==> src/rtl/symcount_pkg.sv <==
// Shared types and helpers for the symbol round controller: FSM states, count width, LFSR taps.
// Pure declarations; no latency or flow-control behaviour of its own.
package symcount_pkg;

    typedef enum logic [1:0] {IDLE, RUN, DONE} state_t;

    localparam int               COUNT_W   = 8;
    localparam logic [COUNT_W-1:0] COUNT_MAX = 8'd255;
    localparam logic [15:0]      LFSR_TAPS = 16'hB400;

    function automatic logic [COUNT_W-1:0] sat_inc(input logic [COUNT_W-1:0] count);
        return (count == COUNT_MAX) ? count : count + 8'd1;
    endfunction

    // One step of the right-shifting 16-bit Galois LFSR.
    function automatic logic [15:0] lfsr_step(input logic [15:0] value);
        return (value >> 1) ^ (value[0] ? LFSR_TAPS : 16'h0000);
    endfunction

endpackage

==> src/rtl/button_debounce.sv <==
// Two-flop synchroniser plus stability counter for a bouncy push button; press is a 1-cycle rising edge.
// Latency: 2 + DEBOUNCE_CYC cycles from raw edge to level/press; no backpressure.
module button_debounce #(
    parameter int DEBOUNCE_CYC = 1_000_000
) (
    input  logic Clk100M,
    input  logic Reset,
    input  logic raw,
    output logic level,
    output logic press
);

    localparam int            CW   = $clog2(DEBOUNCE_CYC + 1);
    localparam logic [CW-1:0] LAST = CW'(DEBOUNCE_CYC - 1);

    logic          sync1;
    logic          sync2;
    logic [CW-1:0] cnt;

    always_ff @(posedge Clk100M or posedge Reset) begin
        if (Reset) begin
            sync1 <= 1'b0;
            sync2 <= 1'b0;
            level <= 1'b0;
            press <= 1'b0;
            cnt   <= '0;
        end else begin
            sync1 <= raw;
            sync2 <= sync1;
            press <= 1'b0;
            // Any return to the accepted level restarts the stability window.
            if (sync2 == level) begin
                cnt <= '0;
            end else if (cnt == LAST) begin
                level <= sync2;
                press <= sync2;
                cnt   <= '0;
            end else begin
                cnt <= cnt + 1'b1;
            end
        end
    end

endmodule

==> src/rtl/symbol_round_ctrl.sv <==
// Round controller: shows a pseudo-random symbol stream, counts MAGIC symbols and debounced presses.
// Latency: first symbol SYM_PERIOD cycles after start, stop one period after the last; no backpressure.
module symbol_round_ctrl
    import symcount_pkg::*;
#(
    parameter int               SYM_PERIOD   = 50_000_000,
    parameter int               NUM_SYMBOLS  = 32,
    parameter int               SYM_W        = 4,
    parameter logic [SYM_W-1:0] MAGIC        = SYM_W'(4'hA),
    parameter int               DEBOUNCE_CYC = 1_000_000,
    parameter logic [15:0]      LFSR_SEED    = 16'hACE1
) (
    input  logic               Clk100M,
    input  logic               Reset,
    input  logic               go,
    input  logic               userButton,
    output logic [SYM_W-1:0]   symbol,
    output logic               symbolValid,
    output logic               start,
    output logic               stop,
    output logic [COUNT_W-1:0] userCount,
    output logic [COUNT_W-1:0] magicSymbolCount,
    output logic               busy
);

    localparam int            TW         = (SYM_PERIOD > 1) ? $clog2(SYM_PERIOD) : 1;
    localparam int            IW         = $clog2(NUM_SYMBOLS + 1);
    localparam logic [TW-1:0] TIMER_LAST = TW'(SYM_PERIOD - 1);
    localparam logic [IW-1:0] IDX_LAST   = IW'(NUM_SYMBOLS);

    state_t        state;
    state_t        state_next;
    logic [TW-1:0] sym_timer;
    logic [IW-1:0] sym_idx;
    logic [15:0]   lfsr;
    logic [15:0]   lfsr_next;
    logic          go_q;
    logic          go_rise;
    logic          wrap;
    logic          start_next;
    logic          stop_next;
    logic          sym_step;
    logic          btn_level;
    logic          btn_press;
    logic          counted_press;

    button_debounce #(
        .DEBOUNCE_CYC(DEBOUNCE_CYC)
    ) u_debounce (
        .Clk100M(Clk100M),
        .Reset  (Reset),
        .raw    (userButton),
        .level  (btn_level),
        .press  (btn_press)
    );

    assign go_rise       = go & ~go_q;
    assign wrap          = (sym_timer == TIMER_LAST);
    assign lfsr_next     = lfsr_step(lfsr);
    assign counted_press = btn_press & btn_level;
    assign busy          = (state == RUN);

    always_ff @(posedge Clk100M or posedge Reset) begin
        if (Reset) begin
            state <= IDLE;
        end else begin
            state <= state_next;
        end
    end

    always_comb begin
        state_next = state;
        start_next = 1'b0;
        stop_next  = 1'b0;
        sym_step   = 1'b0;
        case (state)
            IDLE, DONE: begin
                if (go_rise) begin
                    state_next = RUN;
                    start_next = 1'b1;
                end
            end
            RUN: begin
                // The wrap after the last symbol is the grace period that ends the round.
                if (wrap) begin
                    if (sym_idx == IDX_LAST) begin
                        stop_next  = 1'b1;
                        state_next = DONE;
                    end else begin
                        sym_step = 1'b1;
                    end
                end
            end
            default: state_next = IDLE;
        endcase
    end

    always_ff @(posedge Clk100M or posedge Reset) begin
        if (Reset) begin
            go_q             <= 1'b0;
            start            <= 1'b0;
            stop             <= 1'b0;
            symbolValid      <= 1'b0;
            symbol           <= '0;
            sym_timer        <= '0;
            sym_idx          <= '0;
            lfsr             <= LFSR_SEED;
            userCount        <= '0;
            magicSymbolCount <= '0;
        end else begin
            go_q        <= go;
            start       <= start_next;
            stop        <= stop_next;
            symbolValid <= sym_step;
            if (start_next) begin
                sym_timer        <= '0;
                sym_idx          <= '0;
                userCount        <= '0;
                magicSymbolCount <= '0;
            end else if (state == RUN) begin
                sym_timer <= wrap ? '0 : sym_timer + 1'b1;
                if (sym_step) begin
                    lfsr    <= lfsr_next;
                    symbol  <= lfsr_next[SYM_W-1:0];
                    sym_idx <= sym_idx + 1'b1;
                    if (lfsr_next[SYM_W-1:0] == MAGIC) begin
                        magicSymbolCount <= sat_inc(magicSymbolCount);
                    end
                end
                if (counted_press) begin
                    userCount <= sat_inc(userCount);
                end
            end
        end
    end

endmodule

==> config.mk <==
export PLATFORM = sky130hd
export DESIGN_NAME = symbol_round_ctrl
export DESIGN_NICKNAME = d
export VERILOG_FILES = /design/src/rtl/symcount_pkg.sv /design/src/rtl/button_debounce.sv /design/src/rtl/symbol_round_ctrl.sv
export SDC_FILE = /design/constraint.sdc
export NUM_CORES = 1
export LEC_CHECK = 0
export CAP_MARGIN = 25
export CORE_MARGIN = 4
export CORE_UTILIZATION = 34
export CTS_CLUSTER_SIZE = 12
export DETAILED_ROUTE_END_ITERATION = 8
export GPL_TIMING_DRIVEN = 0
export PLACE_DENSITY_LB_ADDON = 0.08
export SLEW_MARGIN = 30
export SYNTH_ARGS = -nofsm -noshare
export SYNTH_HDL_FRONTEND = slang
export SYNTH_SLANG_ARGS = --single-unit
==> constraint.sdc <==
create_clock -name Clk100M -period 6 [get_ports Clk100M]
set_clock_uncertainty 0.05 [all_clocks]
set_input_delay 1.2 -clock Clk100M [delete_from_list [all_inputs] [get_ports Clk100M]]
set_output_delay 1.2 -clock Clk100M [all_outputs]
set_load 0.05 [all_outputs]
# Word-level counts from Yosys, hierarchy flattened
# Index checks and enable logic that the tools add are counted.
# W data, S select, Z words.
# word_totals
rom_bits	0
regBits	98
n_memories	0
out_inout_bits	24
mem_bits_rw	0
input_bits	4
latchBits	0
wordCells	85
# op_classes
n_addsub	5
n_reduce_logical	12
n_bitwise	6
div	0
eq_ne	14
n_mul	0
mux	32
order_cmp	0
shifts	0
# op_table
cell	count
$mux W26	3
$mux W8	9
$mux W20	2
$add A26 B1 Y26 const B	1
$eq A26 B26 Y1 const B	1
$add A20 B1 Y20 const B	1
$eq A20 B20 Y1 const B	1
$mux W6	3
$add A8 B1 Y8 const B	2
$eq A8 B8 Y1 const B	2
$mux W16	1
$xor A15 B16 Y16	1
$mux W1	10
$reduce_and A3 Y1	3
$reduce_bool A2 Y1	4
$add A6 B1 Y6 const B	1
$eq A6 B6 Y1 const B	1
$mux W2	3
$ne A2 B2 Y1 const B	3
$eq A4 B4 Y1 const B	1
$ne A2 B1 Y1 const B	2
$pmux W2 S2	1
$reduce_and A2 Y1	2
$reduce_and A4 Y1	1
7 further kinds	10

# Longest topological paths before layout
# Gate-level depths: netlist (run 1).
# depth
ltp_word	7
depth_mapped	8
mapped_depth_nobuf	7

# Hierarchy
# A second synthesis (run 1) with hierarchy kept.
# hier_totals
hier_cells	466
area_unflattened_um2	4830.9
# modules_own_cells
module	area_each_um2	instances	cells_per_inst	seq_area_each_um2
symbol_round_ctrl	3642.2	1	358	1786.7
button_debounce	1188.6	1	108	600.6

# Least setup slack after synthesis (run 1)
# No wires, ideal clock.
# synth_timing
path_kind	reg-to-reg
start	register sym_timer[18]
end	register lfsr[3]
setup_ns	0.125
setup_slack_ns	3.633
required_time_ns	5.825
path_stages_with_launch	8
synth_period_minus_slack_ns	2.367
n_path_buf	2
t_arrival_ns	2.193
path_cell_list	dfrtp_1 or4b_4 nor4_4 nand3_2 nand2b_1 buf_4 buf_2 mux2_2
# synth_between
elab_chain_cells	4
# synth_lines
element	line	text
start, declared	symbol_round_ctrl.sv:33	logic [TW-1:0] sym_timer;
start signal, assigned	symbol_round_ctrl.sv:121	sym_timer <= wrap ? '0 : sym_timer + 1'b1;
$eq A26 B26 Y1	symbol_round_ctrl.sv:58	assign wrap = (sym_timer == TIMER_LAST);
$mux W1	symbol_round_ctrl.sv:85	if (wrap) begin
$mux W1	symbol_round_ctrl.sv:76	case (state)
$reduce_and A3 Y1 (no source line)	n/a	
end signal, assigned	symbol_round_ctrl.sv:123	lfsr <= lfsr_next;
end, declared	symbol_round_ctrl.sv:35	logic [15:0] lfsr;
# Every way passes these cells.
# A chain may end at the register's enable or synchronous reset.

# Worst setup path in the final report (run 1)
# layout_timing
start	register state[1]
end	output port busy
# layout_between
elab_chain_cells	1
# layout_lines
element	line	text
start, declared	symbol_round_ctrl.sv:31	state_t state;
start signal, assigned	symbol_round_ctrl.sv:67	state <= state_next;
$eq A2 B1 Y1	symbol_round_ctrl.sv:61	assign busy = (state == RUN);
end, declared	symbol_round_ctrl.sv:23	output logic busy
# Every way passes these cells.

==> results of run 1 <==
## cells by family (layout without fill, tap and decap cells)
| logic type | count (synthesis) | count (layout) | share of synthesized area |
|---|---|---|---|
| and+or+nand+nor | 187 | 187 | 0.221 |
| buffers and inverters | 38 | 82 | 0.0348 |
| DFF | 95 | 95 | 0.515 |
| muxes | 17 | 17 | 0.0410 |
| AOI/OAI and AO/OA | 93 | 93 | 0.121 |
| xor gates and xnor gates | 27 | 27 | 0.0510 |
| adders and majority gates | 6 | 6 | 0.0162 |
## power by group through the flow
stage | Combinational, W | Sequential, W | Clock (W)
after global placement | 0.000304 | 0.000810 | 0
after detailed placement | 0.000312 | 0.000812 | 0
after global routing | 0.000340 | 0.000817 | 0.000634
after CTS | 0.000313 | 0.000801 | 0.000603
after floorplan | 0.000163 | 0.000851 | 0
final | 0.000307 | 0.000802 | 0.000577
## routing by layer
metal	global-route usage	vias to the layer above
met5	0	-
met4	0.0406	0
met3	0.0446	11
met2	0.208	45
met1	0.194	1705
li1	-	1767
## flip-flops by register name, summed over array words and instances, names as in the netlist
| register | flops |
|---|---|
| sym_timer | 26 |
| state | 2 |
| lfsr | 14 |
| sym_idx | 6 |
| u_debounce.cnt | 20 |
| start | 1 |
| u_debounce.sync2 | 1 |
| u_debounce.sync1 | 1 |
| symbolValid | 1 |
| u_debounce.level | 1 |
| go_q | 1 |
| u_debounce.press | 1 |
| symbol | 3 |
| magicSymbolCount | 8 |
| stop | 1 |
| userCount | 8 |
## area by class of cell
| type | count | area [um2] |
|---|---|---|
| fill | 1311 | 7840 |
| sequential | 95 | 2390 |
| multi-input combinational | 330 | 2090 |
| timing repair buffer | 28 | 298 |
| clock buffer | 10 | 229 |
| tap | 176 | 220 |
| buffer | 21 | 97.6 |
| clock inverter | 6 | 68.8 |
| inverter | 17 | 68.8 |
## worst max-delay path by stage
stage,endpoint,slack [ns],depth (start not counted)
after floorplan,go_q$_DFF_PP0_,2.29,1
after global placement,sym_timer[4]$_DFFE_PP0P_,0.64,2
after detailed placement,sym_timer[3]$_DFFE_PP0P_,2.86,7
after CTS,busy,2.75,3
after global routing,busy,2.63,3
final,busy,2.78,3
## synth_stat cells (2+ instances only)
library cell	n
o21bai_1	2
clkbuf_1	14
xor2_1	16
buf_2	3
a31oi_1	14
nand3_1	25
a21oi_1	29
nand4_1	18
nor3_1	7
inv_1	17
nor2_1	37
mux2_2	16
or4_1	8
o21ai_0	25
a41oi_1	4
and4_1	3
ha_1	6
a211o_1	2
o31ai_1	6
and3_1	13
and2_1	3
or2_2	3
nand2_1	31
or3_1	14
dfstp_2	8
nor4_1	3
dfrtp_1	87
xnor2_1	11
o211ai_1	3
nand2b_1	9
nor4bb_1	2
buf_4	4
nor3b_1	2
## worst max-delay path, cell delays in order, from the launching register on
cell and delay [ns]:
dfrtp_1 0.40, nand2b_1 0.20, inv_1 0.17, clkdlybuf4s50_1 0.84
## stage by stage
step	hold slack, ns	setup slack, ns
6_report	0.306	2.78
5_1_grt	0.319	2.63
4_1_cts	0.311	2.75
3_5_place_dp	0.294	2.86
3_3_place_gp	0.294	0.643
2_1_floorplan	0.281	2.29
==> key figures, run 1 <==
Run status
  • Status: complete, no violations

Pwr
  • Worst VDD drop: 0.228 mV
  • Sw frac: 0.317
  • Internal power: 0.00115 W
  • Net Sw Power: 0.000534 W
  • Clock Power Share: 0.342
  • Pwr Total: 0.00169 W
  • Sequential share of power: 0.476
  • P_leak: 2.31 nW
  • P per Cell Area: 309 nW/um2
  • Logic gate share of total power: 0.182

Place
  • Port buffer count: 27
  • Dpl hpwl: 6940 um
  • Inst Count DP: 667
  • Placed Area: 5160 um2
  • RD Place Congestion: 0.776

Route
  • Routed len/inst: 14.8 um
  • Met2 wire len: 4510 um
  • Vias: 3528
  • Met3 wire len: 395 um
  • First-pass DRT Iterations: 5
  • Antenna viol nets, final: 0
  • Post-Route WL: 10100 um
  • DR vias/cell: 5.17
  • # DRC: 0
  • Top Metal Used: met4
  • DR iter-0 viols: 255
  • DRT met1 WL: 5060 um

Clock network
  • TritonCTS Buffers: 9
  • Root buffer cell: clkbuf_16
  • Reg clk slew, reported paths: 0.07 ns
  • Worst-skew pair later-pin latency: 0.35 ns
  • CTS tree: built
  • Post-CTS Hold Buffers: 0
  • Sink count of the clock tree: 95
  • Clk buf depth: 2
  • H-tree Lvls: 3
  • Number of setup buffers added after CTS: 0
  • Post-CTS sizing: 0

Worst setup path
  • Crit Path Category: flop to output port
  • Critical Path AT: 1.97 ns
  • Worst setup path startpoint: state[1]$_DFFE_PP0P_
  • Crit. End Element: output port
  • CP startpoint kind: flop
  • FF-to-FF End: sym_timer[12]$_DFFE_PP0P_
  • CP max FO: 5
  • Reg2reg start: sym_timer[0]$_DFFE_PP0P_
  • Worst EP required: 4.75 ns
  • R2r setup slk: 3.12 ns
  • R2R depth: 8

Floorplan
  • Row cnt: 42
  • Die width: 125 um
  • Placeable Area: 13300 um2
  • DIE AREA: 15600 um2
  • Die H: 125 um
  • Initial Util: 0.349
  • Io pins: 28

Logic synthesis
  • Number of synthesized flops with an enable pin: 0
  • Warnings from Yosys: 0
  • Most area-hungry cell type in the Yosys netlist: dfrtp_1
  • Area of the mapped netlist: 4640 um2
  • Seq cells post-synth: 95
  • Asr flop ratio synth: 1.00
  • Sequential area share after synthesis: 0.515
  • Count of cell types in the netlist: 51
  • Average instance area after synthesis: 10.0 um2
  • Mapped Nets: 473
  • Top post-synthesis cells by area: dfrtp_1 (47%), dfstp_2 (4.5%), mux2_2 (3.9%)
  • Post-synth top area share: 0.469
  • Top_reg_cell synth: dfrtp_1
  • Synthesized instance count: 463

Finish
  • Antenna fix cells: 0
  • Area grow syn2layout: 17.7%
  • Most frequent cells in the layout: dfrtp_1 (87), nor2_1 (37), nand2_1 (31), a21oi_1 (29), clkdlybuf4s50_1 (27)
  • Core Util, Final: 0.411
  • Total Nets Final: 512
  • Commonest non-fill, non-tap cell in the layout: dfrtp_1
  • Final cell count without fillers: 683
  • Final Instance Area: 5460 um2
  • Share of cells above drive strength 1: 0.110

Global routing
  • Antenna violations before repair: 0
  • Number of global-route vias before repair: 3566
  • Pin count of the biggest net entering global routing: 56
  • Gr ovfl total: 0
  • First-pass GRT wire length: 17800 um
  • Global Route Usage Sum: 0.139

STA
  • Period utilization: 0.536
  • Final min period: 3.22 ns
  • Setup TNS: 0 ns
  • Worst relative slew slack: 0.403
  • Max-slew violation count: 0
  • Fmax: 311 MHz
  • Final Hold Viols: 0
  • # setup viols final: 0
  • Worst-margin pin slew: 0.889 ns
  • RSZ-0062 raised after global routing: false

Min path
  • Hold WC Path Type: flop to flop
  • Hold path depth: 0
  • Hold path start: u_debounce.sync1$_DFF_PP0_
  • Hold Path Sink: u_debounce.sync2$_DFF_PP0_

Flow run
  • Max-Cap Viols: 0
No activity file was read; power rests on OpenSTA's default activity.
==> run 2, diff against run 1 <==
clock period = 3.25 ns   (was 6 ns; I/O delays follow)
==> results of run 2 <==
Same layout as run 1 (identical final DEF). Status: complete, no violations.
Among the figures that moved: setup slack after placement 2.86 ns -> 0.309 ns; setup slack after layout 2.78 ns -> 0.366 ns; start point of the critical path state[1]$_DFFE_PP0P_ -> sym_timer[0]$_DFFE_PP0P_; end point of the critical path busy -> sym_timer[12]$_DFFE_PP0P_; register-to-register setup slack 3.12 ns -> 0.37 ns; total power 0.00169 W -> 0.00311 W; worst IR drop on VDD 0.228 mV -> 0.422 mV
